File: config.mk
export PLATFORM = sky130hd
export DESIGN_NAME = slab_compare_sequencer_flat
export DESIGN_NICKNAME = d
export VERILOG_FILES = /design/src/rtl/slab_compare_sequencer_if.sv /design/src/rtl/slab_compare_sequencer.sv /design/src/flat_wrapper.sv
export SDC_FILE = /design/constraint.sdc
export NUM_CORES = 1
export LEC_CHECK = 0
export ABC_AREA = 1
export BUFFER_PORTS_ARGS = -buffer_cell sky130_fd_sc_hd__buf_2
export CAP_MARGIN = 10
export CORE_ASPECT_RATIO = 1.1
export CORE_MARGIN = 8
export CORE_UTILIZATION = 45
export CTS_BUF_LIST = sky130_fd_sc_hd__clkbuf_4 sky130_fd_sc_hd__clkbuf_8 sky130_fd_sc_hd__clkbuf_16
export DETAILED_ROUTE_END_ITERATION = 8
export MAX_ROUTING_LAYER = met4
export PLACE_DENSITY = 0.66
export SYNTH_ARGS = -nofsm -noshare
export SYNTH_HDL_FRONTEND = slang
export SYNTH_SLANG_ARGS = --single-unit
File: constraint.sdc
create_clock -name clk -period 4.7 [get_ports clk]
set_input_delay 0.235 -clock clk [delete_from_list [all_inputs] [get_ports clk]]
set_output_delay 0.235 -clock clk [all_outputs]
set_load 0.01 [all_outputs]
File: src/rtl/slab_compare_sequencer_if.sv
// slab_compare_sequencer_if: request/result handshake plus the shared-comparator port of the slab sequencer
interface slab_compare_sequencer_if #(parameter int WIDTH = 16);
   logic           start, ready, busy, done, hit;
   logic [WIDTH:0] near_x, near_y, near_z, far_x, far_y, far_z;
   logic [WIDTH:0] t_min, t_max;
   logic [WIDTH:0] cmp_a, cmp_b;
   logic           cmp_issue, cmp_less;
   modport master (
      output start, near_x, near_y, near_z, far_x, far_y, far_z, cmp_less,
      input  ready, busy, done, hit, t_min, t_max, cmp_a, cmp_b, cmp_issue
   );
   modport slave (
      input  start, near_x, near_y, near_z, far_x, far_y, far_z, cmp_less,
      output ready, busy, done, hit, t_min, t_max, cmp_a, cmp_b, cmp_issue
   );
endinterface

File: src/rtl/slab_compare_sequencer.sv
// slab_compare_sequencer: ray/AABB slab verdict from five compares time-shared on one pipelined comparator
module slab_compare_sequencer #(
   parameter int WIDTH   = 16,
   parameter int CMP_LAT = 3
) (
   input logic                     clk,
   input logic                     rst,
   slab_compare_sequencer_if.slave bus
);
   typedef enum logic [3:0] {
      S_IDLE, S_ISS1, S_ISS3, S_WAIT_A, S_ISS2, S_ISS4, S_WAIT_B, S_ISS5, S_WAIT_C, S_DONE
   } state_t;
   state_t         r_state, w_next;
   logic [3:0]     r_cnt;
   logic [2:0]     r_tag [CMP_LAT];
   logic [2:0]     w_step, w_tag;
   logic [WIDTH:0] r_nx, r_ny, r_nz, r_fx, r_fy, r_fz, r_m, r_f, r_tmin, r_tmax;
   logic [WIDTH:0] r_cmp_a, r_cmp_b, r_t_min, r_t_max, w_op_a, w_op_b, w_sel4;
   logic           r_hit, w_wait, w_last, w_load;

   always_ff @(posedge clk) begin
      if (rst) begin
         r_state <= S_IDLE;
         r_cnt   <= '0;
      end else begin
         r_state <= w_next;
         r_cnt   <= w_wait ? r_cnt + 4'd1 : 4'd0;
      end
   end

   always_comb begin
      w_next = r_state;
      case (r_state)
         S_IDLE:   w_next = bus.start ? S_ISS1 : S_IDLE;
         S_ISS1:   w_next = S_ISS3;
         S_ISS3:   w_next = S_WAIT_A;
         S_WAIT_A: w_next = w_last ? S_ISS2 : S_WAIT_A;
         S_ISS2:   w_next = S_ISS4;
         S_ISS4:   w_next = S_WAIT_B;
         S_WAIT_B: w_next = w_last ? S_ISS5 : S_WAIT_B;
         S_ISS5:   w_next = S_WAIT_C;
         S_WAIT_C: w_next = w_last ? S_DONE : S_WAIT_C;
         default:  w_next = S_IDLE;
      endcase
   end

   always_comb begin
      w_wait = r_state inside {S_WAIT_A, S_WAIT_B, S_WAIT_C};
      w_last = r_cnt == 4'(CMP_LAT - 1);
      w_step = r_state == S_ISS1 ? 3'd1 :
               r_state == S_ISS3 ? 3'd3 :
               r_state == S_ISS2 ? 3'd2 :
               r_state == S_ISS4 ? 3'd4 :
               r_state == S_ISS5 ? 3'd5 : 3'd0;
      w_tag  = r_tag[CMP_LAT-1];
      w_sel4 = bus.cmp_less ? r_f : r_fz;
      w_load = w_next inside {S_ISS1, S_ISS3, S_ISS2, S_ISS4, S_ISS5};
      // step5 issues on the same edge step4 lands, so its tmax operand is forwarded
      w_op_a = w_next == S_ISS1 ? bus.near_x :
               w_next == S_ISS3 ? r_fx :
               w_next == S_ISS2 ? r_m :
               w_next == S_ISS4 ? r_f : r_tmin;
      w_op_b = w_next == S_ISS1 ? bus.near_y :
               w_next == S_ISS3 ? r_fy :
               w_next == S_ISS2 ? r_nz :
               w_next == S_ISS4 ? r_fz : w_sel4;
   end

   assign bus.ready     = r_state == S_IDLE;
   assign bus.busy      = r_state != S_IDLE;
   assign bus.done      = r_state == S_DONE;
   assign bus.cmp_issue = w_step != 3'd0;
   assign bus.cmp_a     = r_cmp_a;
   assign bus.cmp_b     = r_cmp_b;
   assign bus.hit       = r_hit;
   assign bus.t_min     = r_t_min;
   assign bus.t_max     = r_t_max;

   always_ff @(posedge clk) begin
      if (rst) begin
         for (int i = 0; i < CMP_LAT; i++) r_tag[i] <= '0;
      end else begin
         r_tag[0] <= w_step;
         for (int i = 1; i < CMP_LAT; i++) r_tag[i] <= r_tag[i-1];
      end
   end

   always_ff @(posedge clk) begin
      if (rst) begin
         {r_nx, r_ny, r_nz, r_fx, r_fy, r_fz} <= '0;
         {r_m, r_f, r_tmin, r_tmax}           <= '0;
         {r_cmp_a, r_cmp_b, r_t_min, r_t_max} <= '0;
         r_hit <= 1'b0;
      end else begin
         if (r_state == S_IDLE && bus.start) begin
            {r_nx, r_ny, r_nz} <= {bus.near_x, bus.near_y, bus.near_z};
            {r_fx, r_fy, r_fz} <= {bus.far_x, bus.far_y, bus.far_z};
         end
         if (w_load) begin
            r_cmp_a <= w_op_a;
            r_cmp_b <= w_op_b;
         end
         if (w_tag == 3'd1) r_m    <= bus.cmp_less ? r_ny : r_nx;
         if (w_tag == 3'd3) r_f    <= bus.cmp_less ? r_fx : r_fy;
         if (w_tag == 3'd2) r_tmin <= bus.cmp_less ? r_nz : r_m;
         if (w_tag == 3'd4) r_tmax <= w_sel4;
         if (w_tag == 3'd5) begin
            r_hit   <= bus.cmp_less & ~r_tmax[WIDTH-2];
            r_t_min <= r_tmin;
            r_t_max <= r_tmax;
         end
      end
   end
endmodule
File: src/flat_wrapper.sv
// flat-port wrapper written by rule: the top's interface ports become plain ports
module slab_compare_sequencer_flat 
#(
   parameter int WIDTH   = 16,
   parameter int CMP_LAT = 3
)
  (clk, rst, bus_start, bus_near_x, bus_near_y, bus_near_z, bus_far_x, bus_far_y, bus_far_z, bus_cmp_less, bus_ready, bus_busy, bus_done, bus_hit, bus_t_min, bus_t_max, bus_cmp_a, bus_cmp_b, bus_cmp_issue);
  slab_compare_sequencer_if #(.WIDTH(WIDTH)) bus_i ();
  input logic clk;
  input logic rst;
  input wire logic [$bits(bus_i.start)-1:0] bus_start;
  input wire logic [$bits(bus_i.near_x)-1:0] bus_near_x;
  input wire logic [$bits(bus_i.near_y)-1:0] bus_near_y;
  input wire logic [$bits(bus_i.near_z)-1:0] bus_near_z;
  input wire logic [$bits(bus_i.far_x)-1:0] bus_far_x;
  input wire logic [$bits(bus_i.far_y)-1:0] bus_far_y;
  input wire logic [$bits(bus_i.far_z)-1:0] bus_far_z;
  input wire logic [$bits(bus_i.cmp_less)-1:0] bus_cmp_less;
  output wire logic [$bits(bus_i.ready)-1:0] bus_ready;
  output wire logic [$bits(bus_i.busy)-1:0] bus_busy;
  output wire logic [$bits(bus_i.done)-1:0] bus_done;
  output wire logic [$bits(bus_i.hit)-1:0] bus_hit;
  output wire logic [$bits(bus_i.t_min)-1:0] bus_t_min;
  output wire logic [$bits(bus_i.t_max)-1:0] bus_t_max;
  output wire logic [$bits(bus_i.cmp_a)-1:0] bus_cmp_a;
  output wire logic [$bits(bus_i.cmp_b)-1:0] bus_cmp_b;
  output wire logic [$bits(bus_i.cmp_issue)-1:0] bus_cmp_issue;
  assign bus_i.start = bus_start;
  assign bus_i.near_x = bus_near_x;
  assign bus_i.near_y = bus_near_y;
  assign bus_i.near_z = bus_near_z;
  assign bus_i.far_x = bus_far_x;
  assign bus_i.far_y = bus_far_y;
  assign bus_i.far_z = bus_far_z;
  assign bus_i.cmp_less = bus_cmp_less;
  assign bus_ready = bus_i.ready;
  assign bus_busy = bus_i.busy;
  assign bus_done = bus_i.done;
  assign bus_hit = bus_i.hit;
  assign bus_t_min = bus_i.t_min;
  assign bus_t_max = bus_i.t_max;
  assign bus_cmp_a = bus_i.cmp_a;
  assign bus_cmp_b = bus_i.cmp_b;
  assign bus_cmp_issue = bus_i.cmp_issue;
  slab_compare_sequencer #(.WIDTH(WIDTH), .CMP_LAT(CMP_LAT)) u_core (.clk(clk), .rst(rst), .bus(bus_i));
endmodule
[After elaboration in Yosys (flattened, before gate mapping)]
Memories as Yosys holds them, arrays and structs flattened.
Index checks and enable logic that the tools add are counted.
Operators by class
  bitwise operators: 6
  mux-type cells: 28
  add/sub/neg operators: 1
  equal/unequal tests: 20
  reductions and logical operators: 7
Operator list (count)
  17-bit two-way mux: 12
  4-bit case mux with 9 select lines: 1
  4-bit by 3-bit equality test with 1-bit output (second input constant): 7
  3-bit two-way mux: 9
  4-bit by 2-bit equality test with 1-bit output (second input constant): 4
  4-bit by 1-bit equality test with 1-bit output (second input constant): 2
  4-bit equality test (second input constant): 2
  3-bit by 2-bit equality test with 1-bit output (second input constant): 2
  3-bit equality test (second input constant): 2
  1-bit two-way mux: 6
  3-bit nonzero test: 2
  5-bit nonzero test: 1
  4-bit by 1-bit adder with 4-bit output (second input constant): 1
  4-bit zero test: 1
  4-bit nonzero test: 1
  3-bit by 1-bit equality test with 1-bit output (second input constant): 1
  1-bit bitwise OR: 3
  1-bit inverter: 2
  2-bit OR reduction: 1
  1-bit bitwise AND: 1
  1-bit logical AND: 1
Word-level totals
  input bits: 106
  output and inout port bits: 73
  bits in writable memories: 9
  register bits after elaboration: 247
  memories: 1
Memories
  u_core.r_tag: words 3, bits a word 3, rd ports 3, clocked after Yosys merged registers in 0, write ports 3, line slab_compare_sequencer.sv:15  | logic [2:0] r_tag [CMP_LAT];

[Logic depth before layout (Yosys ltp)]
Gate-level depths: netlist (run 1).
  depth after elaboration: 8
  mapped depth: 13
  depth with buffers taken out: 12

[Worst setup path after synthesis (run 1)]
No wires, ideal clock.
  path type: register to register
  from: register u_core.r_cnt[0]
  to: register u_core.r_cmp_a[0], in the netlist u_core.bus.cmp_a[0]
  setup slack: 3.155 ns
  setup time: 0.128 ns
  period minus slack after synthesis: 1.545 ns
  arrival time: 1.417 ns
  path buffers: 2
  data required time: 4.572 ns
  cell stages (with the launch flop): 12
  cell sequence: dfxtp_1 > inv_1 > ha_1 > nand2_1 > nor2_1 > nand2_2 > nand2_1 > buf_4 > buf_6 > o21ai_0 > o21ai_1 > a21oi_1
Between the ends
  longest elaborated chain between the ends: 8
RTL lines
  start: declaration: line slab_compare_sequencer.sv:14  | logic [3:0] r_cnt;
  start signal: assignment: line slab_compare_sequencer.sv:27  | r_cnt <= w_wait ? r_cnt + 4'd1 : 4'd0;
  4-bit by 2-bit equality test with 1-bit output (*): line slab_compare_sequencer.sv:49  | w_last = r_cnt == 4'(CMP_LAT - 1);
  1-bit two-way mux / 3-bit two-way mux (equally long branches): line slab_compare_sequencer.sv:40, slab_compare_sequencer.sv:42, slab_compare_sequencer.sv:37
  4-bit case mux with 9 select lines (*): line slab_compare_sequencer.sv:33  | case (r_state)
  4-bit by 3-bit equality test with 1-bit output: line slab_compare_sequencer.sv:57, slab_compare_sequencer.sv:62
  17-bit two-way mux: line slab_compare_sequencer.sv:62  | w_next == S_ISS4 ? r_f : r_tmin;
  17-bit two-way mux: line slab_compare_sequencer.sv:61  | w_next == S_ISS2 ? r_m :
  17-bit two-way mux: line slab_compare_sequencer.sv:60  | w_next == S_ISS3 ? r_fx :
  17-bit two-way mux: line slab_compare_sequencer.sv:59  | w_op_a = w_next == S_ISS1 ? bus.near_x :
  end signal: assignment: line slab_compare_sequencer.sv:100  | r_cmp_a <= w_op_a;
  end: declaration: line slab_compare_sequencer.sv:18  | logic [WIDTH:0] r_cmp_a, r_cmp_b, r_t_min, r_t_max, w_op_a, w_op_b, w_sel4;
Mark *: on every way between the ends. The rest lies on a longest branch, timed or not.
A chain may end at the register's enable or synchronous reset.

[Final worst setup path (run 1)]
  from: register u_core.r_cnt[0]
  to: register u_core.r_cmp_a[1], in the netlist u_core.bus.cmp_a[1]
Same word-level chain as after synthesis.

==> summary.txt, run 1 <==
STA
  • Unrepaired setup endpoints after global routing: false
  • Worst slew pin tran: 1.033 ns
  • Final WS setup: between 1.5 and 2 ns
  • Minimum clock period: between 2 and 3 ns
  • Hold Slack: -0.001346 ns
  • Slew headroom: between 30% and 40%
  • Fin crit share: around three fifths
  • Final setup viols: 0
  • Slew Limit Fails: 0
  • Post-route setup TNS: 0 ns
  • Highest Clock Rate: between 0.3 and 0.4 GHz
  • Clk_skew: around 0.016 ns
  • Fin. Hold Viols: 1

GRT
  • Initial antenna violation count: 0
  • Vias in the first global route: roughly 9800
  • First-pass GRT wire length: 55.00 mm
  • Largest net degree at the start of global routing: slightly below 90
  • Tot GR Track Use: between 20% and 30%
  • Total gr overflow: 0

CTS
  • Clock latency on the worst-skew pair: between 0.5 and 0.6 ns
  • Cts bufs inserted: 26
  • Clk sinks: between 200 and 300
  • Worst-path clk slew: roughly 0.060 ns
  • CTS tree: built
  • Post-CTS setup buffers: 0
  • Root Buffer: clkbuf_16
  • Hold_buf cts: 39
  • Maximum clock path buffer count: 3
  • CTS resizes: 0
  • H-tree lvl count: 1

Logic synthesis
  • Top cells by area, synth: dfxtp_1 48%, o21ai_0 10%, nor2_1 7.1%
  • Post-synth top cells: 256 x dfxtp_1, 213 x o21ai_0, 203 x nor2_1, 188 x inv_1, 135 x nand2_1
  • Post-synth EDFFs: 0
  • Netlist cell types: 30
  • Post-synth top area share: a little under half
  • Cell area after synthesis: ~11000 um^2
  • Yosys top cell by area: dfxtp_1
  • Synth Warn #: 0
  • Mean post-synth cell area: around 7.4 um^2
  • Sequential area share after synthesis: 47.99%
  • Mapped Nets: 1555
  • Synth Flop Type: dfxtp_1
  • Syn Inst Count: 1447
  • Most common cell in the netlist: dfxtp_1
  • FFs w/ async S/R, synth: 0%
  • Number of synthesized register bits: roughly 260

Route
  • Drt drc: 0
  • WL met1: between 15 and 20 mm
  • Vias per cell: around 5.4
  • Wire per inst: roughly 18 um
  • Antenna viol nets, final: 0
  • Met2 routed WL: 15.29 mm
  • First-pass DRT Iterations: 5
  • Total number of vias: roughly 10000
  • Met3 wire length: 2.849 mm
  • Initial drt markers: ~1100
  • Drt total wl: roughly 35 mm
  • Top sig layer: met4

Power
  • Peak VDD IR: around 0.25 mV
  • Total power: around 0.0056 W
  • Pwr per Cell Area: between 400 and 500 nW/um^2
  • Leak: 5.587 nW

Layout
  • Layout cell share with drive strength beyond 1: 16.11%
  • N_diodes: 0
  • # fillers: approximately 2300
  • Seq. cell area: 5125 um^2
  • Layout area overhead: 20.98%
  • Area of the multi-input gates: 4395 um^2
  • Post-layout util: 55.04%
  • Number of nets in the layout: roughly 1700

Floorplanning
  • Die W: about 160 um
  • Rows: 59
  • IO Pins: 179
  • Initial core utilization: 45.49%
  • Chip height: between 150 and 200 um
  • DIE AREA: ~29000 um^2
  • Core area: approximately 23000 um^2

Run status
  • Status: finished with violations
  • Violated checks: negative hold slack

Worst setup path
  • Critical path data required time: 5.10 ns
  • Worst path max stage delay: roughly 0.88 ns
  • CP Data Arrival Time: between 3 and 4 ns
  • Crit path cell chain: inv_1, ha_1, nand2_1, nor2_1, nand2_2, nand2_1, o21ai_0, o21ai_1, a21oi_1
  • Bufs and invs on worst path: 1
  • CP max-delay cell: nand2_1
  • Most common cell type on the critical path: nand2_1
  • Crit start category: flop
  • CP delay by family, top: simple AND/OR/NAND/NOR gates
  • Setup crit end kind: flop
  • CP max FO: 29
  • Crit Path Class: flop to flop

Placed design
  • Port-buffer cells: about 180
  • Final Wtd Congestion: a little over 0.9
  • Pre-CTS setup slack: ~2 ns
  • HPWL Detailed: 25.24 mm

Worst hold path
  • Hold Crit Class: input port to flop

Job
  • Max Cap Violations: 0
-- cell families after synthesis --
kind of cell	synth area share, %
flops	47.99
buf+inv	11.00
fa+ha+maj	0.2343
simple gates	13.53
xor+xnor	0.1641
compound gates	27.08
-- metal layers --
| metal | track usage (%) | vias to the layer above |
|---|---|---|
| met5 | - | - |
| met4 | 8.454 | 0 |
| met3 | 3.596 | 64 |
| met2 | 36.06 | 428 |
| met1 | 33.78 | 4805 |
| li1 | - | 5108 |
-- path summary, 6_finish.rpt --
check / end / slack (ns) / cells after the start / startpoint
max: u_core.bus.cmp_a[1] / 1.93 / 9 / u_core.r_cnt[0]
max reg2reg: u_core.bus.cmp_a[1] / 1.93 / 9 / u_core.r_cnt[0]
min: u_core.r_fy[14] / -0.001 / 3 / bus_far_y[14]
min reg2reg: u_core.r_tag[0][3] / 0.40 / 2 / u_core.r_tag[0][0]
-- area by class of cell --
type                    instances  share of cell area [%]
flip-flops and latches        256                   39.67
repair buffers                235                   10.98
clock inverters                 8                  0.5036
clock buffers                  40                   6.227
well taps                     305                   2.954
multi-input cells             893                   34.02
inverters                     194                   5.646
-- through the flow --
stage                     instances  cell area [um^2]
after floorplan                1447             10680
after global placement         1844             11660
after detailed placement       1844             11660
after CTS                      1931             12920
after global routing           1931             12920
final                          1931             12920
-- cell usage in the layout (no fill, tap or decap), drive strengths merged --
cell type | Yosys | final
o21ai | 274 | 274
dfxtp | 256 | 256
nor2 | 205 | 205
buf | 36 | 196
inv | 194 | 193
nand2 | 139 | 139
a21oi | 116 | 116
a211oi | 85 | 85
clkbuf | 68 | 40
dlygate4sd3 | 0 | 39
o22ai | 28 | 28
nand3 | 18 | 18
a31oi | 17 | 17
clkinv | 0 | 8
nor3 | 3 | 3
ha | 2 | 2
o211ai | 2 | 2
nor4 | 1 | 1
nand4 | 1 | 1
xnor2 | 1 | 1
xor2 | 1 | 1
bufinv | 0 | 1
-- worst min-delay path, cell delays in order --
cell and delay, ns:
buf_2 0.09, o21ai_0 0.09, nor2_1 0.09
-- where the power goes --
part           switching, W  internal, W  total [W]
Clock              0.000858      0.00123    0.00209
Combinational      0.000688     0.000322    0.00101
Sequential         0.000118      0.00237    0.00249
Power figures use the tool's default switching activity.
==> run 2: changes to the inputs <==
Settings changed: PLACE_DENSITY 0.66 to 0.69.
Clock period 4.7 ns to 2.2 ns, I/O delays scaled along.
==> run 2 against run 1 <==
The flow now finishes without violations. Maximum frequency up 34%. Clock power up 110%. Worst setup slack got worse by 1.8 ns. First-iteration DRC count up 2.1%. Clock skew down 0.0058 ns. Hold slack improved by 0.016 ns. Non-clock buffer count is 77 higher. Register-to-register slack worse by 1.8 ns. Die area is the same. Wire length grew 3.6%. Sequential power up 110%. Critical path depth unchanged. Largest power group unchanged.
==> summary.txt, run 2 (synthesis results as in run 1) <==
Route
  • Vias per cell: 5.385
  • Drt drc: 0
  • Drt total wl: about 37 mm
  • Total number of vias: ~11000
  • First-pass DRT Iterations: 5
  • Initial drt markers: 1149
  • Antenna viol nets, final: 0
  • Wire per inst: 18.31 um

CTS
  • Cts bufs inserted: 26
  • Clock latency on the worst-skew pair: around 0.53 ns
  • H-tree lvl count: 1
  • CTS tree: built
  • Worst-path clk slew: ~0.06 ns
  • Clk sinks: 256
  • Root Buffer: clkbuf_16
  • Maximum clock path buffer count: 3
  • Post-CTS setup buffers: 0

Layout
  • # fillers: 2138
  • Layout area overhead: 28.88%
  • Layout cell share with drive strength beyond 1: 16.09%
  • Number of nets in the layout: ~1800
  • Most common cell after layout, fill and taps aside: dfxtp_1
  • Most frequent cells in the layout: 256 x dfxtp_1, 213 x o21ai_0, 203 x nor2_1, 187 x inv_1, 177 x buf_2
  • Non-Filler Instances: around 2000

Run status
  • Status: finished clean

Worst setup path
  • Most common cell type on the critical path: o21ai_1
  • CP Data Arrival Time: 2.53 ns
  • Worst reg2reg path startpoint: u_core.r_state[0]
  • Reg2reg end: u_core.bus.cmp_b[5]
  • Crit. Startpoint: u_core.r_state[0]
  • Crit Path Class: flop to flop
  • CP max-delay cell: dfxtp_1
  • Setup crit end kind: flop
  • R2R setup slack: approximately 0.13 ns
  • Worst path max stage delay: between 0.4 and 0.5 ns
  • Crit path cell chain: inv_2, nand2_1, nor2_2, nand2_4, buf_4, nor2_1, o21ai_1, o21ai_1, a21oi_1
  • Critical path data required time: 2.66 ns
  • FF-to-FF path depth: 9
  • Crit start category: flop
  • CP max FO: 26

Floorplanning
  • Rows: between 50 and 60
  • Die W: 162.9 um
  • Chip height: about 180 um
  • Initial core utilization: 45.49%
  • Core area: roughly 23000 um^2
  • IO Pins: 179
  • DIE AREA: just under 30000 um^2

Worst hold path
  • Hold Crit Class: input port to flop
  • Worst hold path endpoint: u_core.r_nz[15]
  • Hold_sp: bus_near_z[15]
  • Worst Hold Depth: 3

Power
  • Leak: 5.934 nW
  • Peak VDD IR: ~0.50 mV
  • Pwr per Cell Area: about 900 nW/um^2
  • Total power: around 0.012 W

STA
  • Fin. Hold Viols: 0
  • Slew headroom: between 30% and 40%
  • Post-route setup TNS: 0 ns
  • Fin crit share: between 90% and 100%
  • Clk_skew: between 0.01 and 0.015 ns
  • Worst slew pin tran: between 1 and 1.5 ns
  • Minimum clock period: a little over 2 ns
  • Slew Limit Fails: 0
  • Unrepaired setup endpoints after global routing: false
  • Final setup viols: 0
  • Highest Clock Rate: a little under 0.5 GHz

GRT
  • Initial antenna violation count: 1
  • First-pass GRT wire length: ~56 mm
  • Total gr overflow: 0
  • Largest net degree at the start of global routing: 87
  • Tot GR Track Use: between 20% and 30%
  • Vias in the first global route: between 10000 and 15000

Placed design
  • Cells after DPL: approximately 1900
  • HPWL Detailed: approximately 26 mm
  • Final Wtd Congestion: between 0.8 and 0.9
  • Port-buffer cells: about 180

Job
  • Max Cap Violations: 0
==> run 2: cell count changes in the layout (fill, tap and decap cells not counted), sizes merged <==
cell,before,now
clkinv,8,5
clkinvlp,0,2
buf,196,212
clkbuf,40,34
diode,0,1
dlygate4sd3,39,100
bufinv,1,2
==> run 2: power by group <==
group          switching [W]  leakage (nW)  internal (W)
Clock                0.00181         0.420       0.00262
Sequential          0.000263          2.10       0.00507
Combinational        0.00152          3.42      0.000837
Total                0.00359          5.93       0.00853
==> run 2: routing by layer <==
metal / GRT usage [%] / up-vias / part of all wire, %
li1: - / 5254 / -
met1: 35.22 / 4957 / 45
met2: 38.25 / 518 / 44
met3: 2.599 / 57 / 8.2
met4: 7.269 / 0 / 2.6
met5: - / - / 0
==> run 2: final cells by class <==
cell class,count,area (um^2),area share (%)
Multi-Input combinational cell,893,4398,31.95
Timing Repair Buffer,312,2275,16.53
Clock inverter,8,98.84,0.7182
Sequential cell,256,5125,37.24
Tap cell,305,381.6,2.773
Antenna cell,1,2.502,0.01818
Inverter,194,729.5,5.300
Clock buffer,34,753.2,5.473
==> run 2: worst max path at each step <==
stage,depth (start not counted),slack [ns],end
CTS,6,0.09,bus_cmp_issue
floorplan,11,0.65,u_core.bus.cmp_a[0]
detailed placement,9,0.20,u_core.bus.cmp_b[7]
finish,9,0.13,u_core.bus.cmp_b[5]
global route,9,0.03,u_core.bus.cmp_b[7]
global placement,9,0.18,u_core.bus.cmp_b[7]
==> run 2: repair_timing <==
action | in CTS | in global routing
cloned | 0 | 0
hold endpoints to repair | 100 | 0
hold buffers | 100 | 0
endpoints found under the setup margin | 1 | 1
resized for setup | 1 | 1
==> run 2: critical path: cells and delay by family (launching register included) <==
kind	cells	cell delay [ns]
AND/OR/NAND/NOR	4	0.49
buffers and inverters	2	0.46
flip-flops	1	0.46
AO/OA/AOI/OAI	3	0.57
==> run 2: through the flow <==
| stage | area [um^2] | setup WS [ns] | hold WS, ns | utilization [%] |
|---|---|---|---|---|
| 2_1_floorplan | 10680 | 0.6550 | 0.2546 | - |
| 3_3_place_gp | 11900 | 0.1763 | 0.3624 | 50.69 |
| 3_5_place_dp | 11900 | 0.2016 | 0.3675 | 50.69 |
| 4_1_cts | 13760 | 0.09432 | 0.002394 | 58.61 |
| 5_1_grt | 13760 | 0.02805 | 0.01207 | 58.63 |
| 6_report | 13760 | 0.1299 | 0.01491 | 58.63 |
